--- src/rtl/hilo_div_collector_pkg.sv ---
// Shared constants for the HI/LO divide collector: divider latency, HI/LO select
// indices and the per-cycle divide event encoding.
package hilo_div_collector_pkg;

  localparam int DIV_LATENCY = 17;

  localparam int HILO_SEL_HI = 1;
  localparam int HILO_SEL_LO = 0;

  localparam logic [1:0] HILO_RD_HI = 2'b10;
  localparam logic [1:0] HILO_RD_LO = 2'b01;

  typedef enum logic [1:0] {
    CNT_HOLD  = 2'b00,
    CNT_DONE  = 2'b01,
    CNT_ISSUE = 2'b10,
    CNT_BOTH  = 2'b11
  } cnt_ev_e;

endpackage

--- src/rtl/hilo_div_collector_hilo_regfile.sv ---
// HI/LO register pair: divide capture beats MT writes, and the read mux forwards
// the completing divide result in its done cycle.
module hilo_regfile
  import hilo_div_collector_pkg::*;
#(
  parameter int DATA_W = 32
) (
  input  logic              clk_i,
  input  logic              rst_ni,
  input  logic              cap_en_i,
  input  logic [DATA_W-1:0] quotient_i,
  input  logic [DATA_W-1:0] remainder_i,
  input  logic              mt_en_i,
  input  logic [1:0]        hilo_wr_i,
  input  logic [DATA_W-1:0] hilo_wdata_i,
  input  logic              fwd_en_i,
  input  logic [1:0]        hilo_rd_i,
  output logic [DATA_W-1:0] rdata_o
);

  logic [DATA_W-1:0] hi_q, hi_d;
  logic [DATA_W-1:0] lo_q, lo_d;

  // Next HI/LO: a captured divide result overrides any MT write on the same edge
  always_comb begin
    hi_d = hi_q;
    lo_d = lo_q;
    if (cap_en_i) begin
      hi_d = remainder_i;
      lo_d = quotient_i;
    end else if (mt_en_i) begin
      if (hilo_wr_i[HILO_SEL_HI]) begin
        hi_d = hilo_wdata_i;
      end else begin
        hi_d = hi_q;
      end
      if (hilo_wr_i[HILO_SEL_LO]) begin
        lo_d = hilo_wdata_i;
      end else begin
        lo_d = lo_q;
      end
    end else begin
      hi_d = hi_q;
      lo_d = lo_q;
    end
  end

  // HI/LO state registers
  always_ff @(posedge clk_i or negedge rst_ni) begin
    if (!rst_ni) begin
      hi_q <= '0;
      lo_q <= '0;
    end else begin
      hi_q <= hi_d;
      lo_q <= lo_d;
    end
  end

  // Read mux with zero-latency forwarding of the completing divide
  always_comb begin
    rdata_o = '0;
    case (hilo_rd_i)
      HILO_RD_HI: rdata_o = fwd_en_i ? remainder_i : hi_q;
      HILO_RD_LO: rdata_o = fwd_en_i ? quotient_i  : lo_q;
      default:    rdata_o = '0;
    endcase
  end

endmodule

--- src/rtl/hilo_div_collector.sv ---
// Divider consumer: tracks divides in flight, captures results into HI/LO and
// interlocks HI/LO accesses until the last outstanding divide completes.
module hilo_div_collector
  import hilo_div_collector_pkg::*;
#(
  parameter int DATA_W  = 32,
  parameter int DIV_LAT = DIV_LATENCY
) (
  input  logic              clk,
  input  logic              reset,
  input  logic              stall,
  input  logic              flush,
  input  logic              div_issue,
  input  logic              div_done,
  input  logic [DATA_W-1:0] quotient,
  input  logic [DATA_W-1:0] remainder,
  input  logic [1:0]        hilo_wr,
  input  logic [DATA_W-1:0] hilo_wdata,
  input  logic [1:0]        hilo_rd,
  output logic [DATA_W-1:0] hilo_rdata,
  output logic              stall_req,
  output logic              div_busy,
  output logic              ovf_err
);

  localparam int               CNT_W   = $clog2(DIV_LAT + 1);
  localparam logic [CNT_W-1:0] CNT_MAX = CNT_W'(DIV_LAT);
  localparam logic [CNT_W-1:0] CNT_ONE = CNT_W'(1);

  logic [CNT_W-1:0] count_q, count_d;
  logic             ovf_q, ovf_d;
  logic [CNT_W-1:0] count_eff_s;
  logic             cnt_err_s;
  logic             collision_s;
  logic             cap_en_s;
  logic             mt_en_s;

  // Count as seen after this cycle's completion; saturates so a stray done cannot wrap
  always_comb begin
    count_eff_s = count_q;
    if (div_done && (count_q != '0)) begin
      count_eff_s = count_q - CNT_ONE;
    end else begin
      count_eff_s = count_q;
    end
  end

  // Interlock is independent of stall to keep the hazard unit free of loops
  always_comb begin
    stall_req   = ((|hilo_rd) | (|hilo_wr)) & (count_eff_s != '0);
    cap_en_s    = div_done & ~stall & ~flush;
    mt_en_s     = ~stall & ~stall_req & ~flush;
    collision_s = div_done & (|hilo_wr) & ~stall_req;
  end

  // In-flight counter and sticky error next state
  always_comb begin
    count_d   = count_q;
    cnt_err_s = 1'b0;
    if (flush) begin
      count_d = '0;
    end else if (!stall) begin
      case (cnt_ev_e'({div_issue, div_done}))
        CNT_ISSUE: begin
          if (count_q == CNT_MAX) cnt_err_s = 1'b1;
          else                    count_d   = count_q + CNT_ONE;
        end
        CNT_DONE: begin
          if (count_q == '0) cnt_err_s = 1'b1;
          else               count_d   = count_q - CNT_ONE;
        end
        default: count_d = count_q;
      endcase
    end else begin
      count_d = count_q;
    end
    ovf_d = ovf_q | (~flush & ~stall & (cnt_err_s | collision_s));
  end

  // Counter and error state registers
  always_ff @(posedge clk or negedge reset) begin
    if (!reset) begin
      count_q <= '0;
      ovf_q   <= 1'b0;
    end else begin
      count_q <= count_d;
      ovf_q   <= ovf_d;
    end
  end

  always_comb begin
    div_busy = (count_q != '0);
    ovf_err  = ovf_q;
  end

  hilo_regfile #(
    .DATA_W(DATA_W)
  ) u_regfile (
    .clk_i       (clk),
    .rst_ni      (reset),
    .cap_en_i    (cap_en_s),
    .quotient_i  (quotient),
    .remainder_i (remainder),
    .mt_en_i     (mt_en_s),
    .hilo_wr_i   (hilo_wr),
    .hilo_wdata_i(hilo_wdata),
    .fwd_en_i    (div_done),
    .hilo_rd_i   (hilo_rd),
    .rdata_o     (hilo_rdata)
  );

endmodule

--- config.mk ---
export PLATFORM = sky130hd
export DESIGN_NAME = hilo_div_collector
export DESIGN_NICKNAME = d
export VERILOG_FILES = /design/src/rtl/hilo_div_collector_pkg.sv /design/src/rtl/hilo_div_collector_hilo_regfile.sv /design/src/rtl/hilo_div_collector.sv
export SDC_FILE = /design/constraint.sdc
export NUM_CORES = 1
export LEC_CHECK = 0
export BUFFER_PORTS_ARGS = -buffer_cell sky130_fd_sc_hd__clkbuf_2
export CAP_MARGIN = 20
export CORE_MARGIN = 2
export CORE_UTILIZATION = 40
export DETAILED_ROUTE_END_ITERATION = 8
export PLACE_DENSITY = 0.71
export SYNTH_ARGS = -nofsm -noshare
export SYNTH_HDL_FRONTEND = slang
export SYNTH_SLANG_ARGS = --single-unit
export TNS_END_PERCENT = 20
--- constraint.sdc ---
create_clock -name clk -period 2.7 [get_ports clk]
set_clock_uncertainty 0.15 [all_clocks]
set_input_delay 0.54 -clock clk [delete_from_list [all_inputs] [get_ports clk]]
set_output_delay 0.54 -clock clk [all_outputs]
set_load 0.01 [all_outputs]
==> report_table.html <==
<table>
<tr><th>Metric</th><th>Value</th></tr>
<tr><th colspan="2">Yosys</th></tr>
<tr><td>Sequential fraction of the synthesis area</td><td>0.3739</td></tr>
<tr><td>Synth Flop Type</td><td>sky130_fd_sc_hd__dfrtp_1</td></tr>
<tr><td>Synthesized netlist net count</td><td>672</td></tr>
<tr><td>Post-Synth Simple-Gate Area</td><td>0.2217</td></tr>
<tr><td>Async S/R FF share, synth</td><td>1.000</td></tr>
<tr><td>Synthesized area per cell</td><td>8.410 um^2</td></tr>
<tr><td>Synth Cell Area</td><td>4684 um^2</td></tr>
<tr><td>Yosys warns</td><td>0</td></tr>
<tr><td>Number of different library cells in the post-synthesis netlist</td><td>34</td></tr>
<tr><td>Largest family of logic cells by synthesized area</td><td>simple AND/OR/NAND/NOR gates</td></tr>
<tr><td>Number of storage elements in the synthesis netlist</td><td>70</td></tr>
<tr><td>Adder and majority gate portion of the synthesized area</td><td>0.02404</td></tr>
<tr><td>Share of the synthesized area in compound gates (AO/OA/AOI/OAI)</td><td>0.1685</td></tr>
<tr><td>Gate count after technology mapping</td><td>557</td></tr>
<tr><td>Post-synthesis mux area share</td><td>0.1560</td></tr>
<tr><td>Parity-gate share of the synthesized area counting xor and xnor cells</td><td>0.005609</td></tr>
<tr><td>Count of flip-flops with a built-in enable after synthesis</td><td>0</td></tr>
<tr><th colspan="2">Clocking</th></tr>
<tr><td>Clock latency on the worst-skew pair</td><td>0.34 ns</td></tr>
<tr><td>TritonCTS Sinks</td><td>70</td></tr>
<tr><td>Root Driver</td><td>sky130_fd_sc_hd__clkbuf_16</td></tr>
<tr><td>TritonCTS Buffers</td><td>9</td></tr>
<tr><td>Maximum level of the CTS H-tree</td><td>3</td></tr>
<tr><td>Clock-pin slew on the worst setup and hold paths</td><td>0.05 ns</td></tr>
<tr><td>Max clock buf depth</td><td>2</td></tr>
<tr><td>TritonCTS clock tree</td><td>done</td></tr>
<tr><th colspan="2">Critical path</th></tr>
<tr><td>Slack of the worst reg-to-reg path</td><td>0.15 ns</td></tr>
<tr><td>List of cells traversed by the critical path</td><td>inv_1 -&gt; ha_1 -&gt; or3_1 -&gt; a211oi_4 -&gt; a211oi_2 -&gt; clkbuf_2</td></tr>
<tr><td>Kind of cell with the highest combined delay on the critical path</td><td>flip-flops</td></tr>
<tr><td>CP Launch Type</td><td>register</td></tr>
<tr><td>Required time at the worst-slack endpoint</td><td>2.01 ns</td></tr>
<tr><td>Type of the worst setup path</td><td>register to primary output</td></tr>
<tr><td>Capturing point of the worst reg2reg path</td><td>u_regfile.lo_q[20]</td></tr>
<tr><td>Highest-delay cell along the critical path</td><td>sky130_fd_sc_hd__dfrtp_1</td></tr>
<tr><td>CP Capture Type</td><td>primary output</td></tr>
<tr><td>Crit Reg-Reg Startpoint</td><td>count_q[1]</td></tr>
<tr><td>Number of buffers and inverters on the critical path</td><td>2</td></tr>
<tr><td>Peak fanout along the critical path</td><td>4</td></tr>
<tr><td>Arrival @ worst endpoint</td><td>1.90 ns</td></tr>
<tr><td>CP peak stage delay</td><td>0.37 ns</td></tr>
<tr><td>Worst R2R Path Depth</td><td>8</td></tr>
<tr><td>Launching instance or port of the critical path</td><td>count_q[1]</td></tr>
<tr><th colspan="2">Power and ir drop</th></tr>
<tr><td>Power density cells</td><td>591.8 nW/um^2</td></tr>
<tr><td>Worst-case vdd ir drop</td><td>0.2919 mV</td></tr>
<tr><td>Static leakage</td><td>2.695 nW</td></tr>
<tr><th colspan="2">Timing</th></tr>
<tr><td>Worst-margin pin slew</td><td>0.6473 ns</td></tr>
<tr><td>Final hold violations</td><td>0</td></tr>
<tr><td>Max Clk Rate</td><td>386.7 MHz</td></tr>
<tr><td>Pins Over Slew Limit</td><td>0</td></tr>
<tr><td>Time the worst path needs with I/O delays and setup</td><td>2.586 ns</td></tr>
<tr><td>Finish-stage setup viols</td><td>0</td></tr>
<tr><td>Setup TNS</td><td>0 ns</td></tr>
<tr><td>Setup repair after global routing missed its margin</td><td>true</td></tr>
<tr><td>Relative slew slack</td><td>0.5685</td></tr>
<tr><td>Tcrit/Tclk final</td><td>0.9579</td></tr>
<tr><td>Tightest hold margin</td><td>0.002699 ns</td></tr>
<tr><th colspan="2">Global routing</th></tr>
<tr><td>Number of antenna violations at the first check in global routing</td><td>0</td></tr>
<tr><td>Largest net degree at the start of global routing</td><td>69</td></tr>
<tr><td>First-pass GRT wire length</td><td>23540 um</td></tr>
<tr><td>Global Route Usage Sum</td><td>0.2319</td></tr>
<tr><td>Via count of the first global-routing pass</td><td>4723</td></tr>
<tr><td>Overflow left after global routing</td><td>0</td></tr>
<tr><th colspan="2">Detailed routing</th></tr>
<tr><td>Average wire per standard cell</td><td>17.44 um</td></tr>
<tr><td>Final ANT Viol Nets</td><td>0</td></tr>
<tr><td>Number of vias in the routed layout</td><td>4686</td></tr>
<tr><td>Post-route DRC</td><td>0</td></tr>
<tr><td>Drt first-iter violations</td><td>367</td></tr>
<tr><td>Total iterations of the first detailed-routing run</td><td>6</td></tr>
<tr><td>Average via count per standard cell</td><td>5.673</td></tr>
<tr><td>Detailed-route wire length</td><td>14400 um</td></tr>
<tr><th colspan="2">Floorplan</th></tr>
<tr><td># rows</td><td>39</td></tr>
<tr><td>Die outline area</td><td>12590 um^2</td></tr>
<tr><td>Initial Utilization</td><td>0.4103</td></tr>
<tr><td>Die boundary height</td><td>112.2 um</td></tr>
<tr><td>Die Width</td><td>112.2 um</td></tr>
<tr><td>Placeable core region</td><td>11420 um^2</td></tr>
<tr><td>Number of ports placed on the die boundary</td><td>141</td></tr>
<tr><th colspan="2">Final layout</th></tr>
<tr><td>Final non-filler cell area</td><td>5792 um^2</td></tr>
<tr><td>Net count reported at finish</td><td>795</td></tr>
<tr><td>Fill cell total of the finished layout</td><td>1127</td></tr>
<tr><td>Diode insertion count for antenna repair</td><td>0</td></tr>
<tr><td>Number of standard cells in the layout, taps in and fillers out</td><td>826</td></tr>
<tr><td>Synthesis-to-finish area growth</td><td>23.64%</td></tr>
<tr><td>Fraction of layout cells with a size suffix above 1</td><td>0.3499</td></tr>
<tr><th colspan="2">Place</th></tr>
<tr><td>Area of placed instances</td><td>5497 um^2</td></tr>
<tr><td>Final weighted congestion in routability-driven placement</td><td>0.8598</td></tr>
<tr><td>Count of input and output buffers</td><td>140</td></tr>
<tr><td>Hpwl dp</td><td>9610 um</td></tr>
<tr><td>Number of placed instances, taps included</td><td>809</td></tr>
<tr><th colspan="2">Run</th></tr>
<tr><td>Number of maximum-capacitance violations</td><td>0</td></tr>
<tr><th colspan="2">Min path</th></tr>
<tr><td>Worst Hold Class</td><td>input port to asynchronous set/reset pin</td></tr>
<tr><th colspan="2">Run status</th></tr>
<tr><td>Result of the run</td><td>finished, final reports clean</td></tr>
</table>
repair_timing:
action,4_1_cts,5_1_grt
setup endpoints to repair,1,17
pin swaps,1,1
resized for setup,2,2
hold buffers,0,0
buffers inserted,3,0
endpoints found under the hold margin,0,0
area by class of cell:
type / count / area [um^2] / share of cell area
multi-input combinational: 437 / 2720 / 0.4696
sequential: 70 / 1753 / 0.3027
timing repair buffer: 156 / 860.8 / 0.1486
clock buffer: 12 / 246.5 / 0.04256
tap: 143 / 178.9 / 0.03089
inverter: 6 / 22.52 / 0.003889
clock inverter: 2 / 10.01 / 0.001728
cells in the final DEF (no fill, tap or decap), types with 2 or more instances in the layout:
cell                        instances
sky130_fd_sc_hd__nor2_1            72
sky130_fd_sc_hd__o211a_4            2
sky130_fd_sc_hd__buf_4             14
sky130_fd_sc_hd__clkbuf_2         138
sky130_fd_sc_hd__o211ai_1           2
sky130_fd_sc_hd__nor3_1             3
sky130_fd_sc_hd__ha_1               8
sky130_fd_sc_hd__mux2_2            64
sky130_fd_sc_hd__a21oi_1            3
sky130_fd_sc_hd__o21ai_0            2
sky130_fd_sc_hd__buf_12             3
sky130_fd_sc_hd__a22oi_1           32
sky130_fd_sc_hd__xnor2_1            3
sky130_fd_sc_hd__or4_1              2
sky130_fd_sc_hd__inv_1              6
sky130_fd_sc_hd__dfrtp_1           69
sky130_fd_sc_hd__nand2_1          130
sky130_fd_sc_hd__clkinv_2           2
sky130_fd_sc_hd__clkbuf_1           2
sky130_fd_sc_hd__nor2b_1           32
sky130_fd_sc_hd__clkbuf_16          9
sky130_fd_sc_hd__a31oi_1           66
cells by family (layout without fill, tap and decap cells):
family / count (synthesis) / in the layout
mux: 65 / 65
fa+ha+maj: 9 / 9
flops: 70 / 70
simple gates: 246 / 246
compound gates: 114 / 114
xor+xnor: 3 / 3
buf+inv: 50 / 176
report_power, final:
group	total (mW)	switching [mW]	leakage (nW)	internal (mW)
Combinational	0.950	0.488	1.76	0.462
Sequential	1.42	0.129	0.810	1.29
Clock	1.06	0.429	0.128	0.633
sequential cells by signal, summed over array words and instances (netlist names):
| name | flops |
|---|---|
| ovf_err | 1 |
| u_regfile.hi_q | 32 |
| u_regfile.lo_q | 32 |
| count_q | 5 |
through the flow:
stage	util	total power [mW]	setup slack, ns
floorplan	-	2.028	0.3215
global placement	0.4814	2.316	0.1661
detailed placement	0.4814	2.368	0.05917
CTS	0.5066	3.445	0.03153
global route	0.5072	3.628	0.002343
finish	0.5072	3.428	0.1137
per-layer routing:
metal  global-route usage  vias up  part of all wire
li1                     -     2184                 -
met1               0.3087     2282              0.44
met2               0.3715      193              0.48
met3              0.05022       27             0.063
met4              0.08943        0             0.021
met5                    0        -                 0
Yosys cell counts (all sizes together), types with 3 or more instances:
| cell type | number | share of area |
|---|---|---|
| a21oi | 3 | 0.0032 |
| buf | 19 | 0.025 |
| inv | 6 | 0.0048 |
| nor3 | 3 | 0.0032 |
| a31oi | 66 | 0.088 |
| a22oi | 32 | 0.051 |
| nor2 | 72 | 0.058 |
| a211oi | 3 | 0.0059 |
| mux2 | 64 | 0.15 |
| clkbuf | 25 | 0.020 |
| xnor2 | 3 | 0.0056 |
| ha | 9 | 0.024 |
| dfrtp | 70 | 0.37 |
| nor2b | 32 | 0.043 |
| nand2 | 131 | 0.10 |
worst max-delay path by stage:
stage | slack (ns) | endpoint | cells past startpoint
6_report | 0.11 | stall_req | 6
3_5_place_dp | 0.06 | u_regfile.lo_q[20] | 7
5_1_grt | 0.002 | u_regfile.hi_q[4] | 8
4_1_cts | 0.03 | stall_req | 6
2_1_floorplan | 0.32 | hilo_rdata[10] | 5
3_3_place_gp | 0.17 | u_regfile.lo_q[5] | 7
No activity file was read; power rests on OpenSTA's default activity.
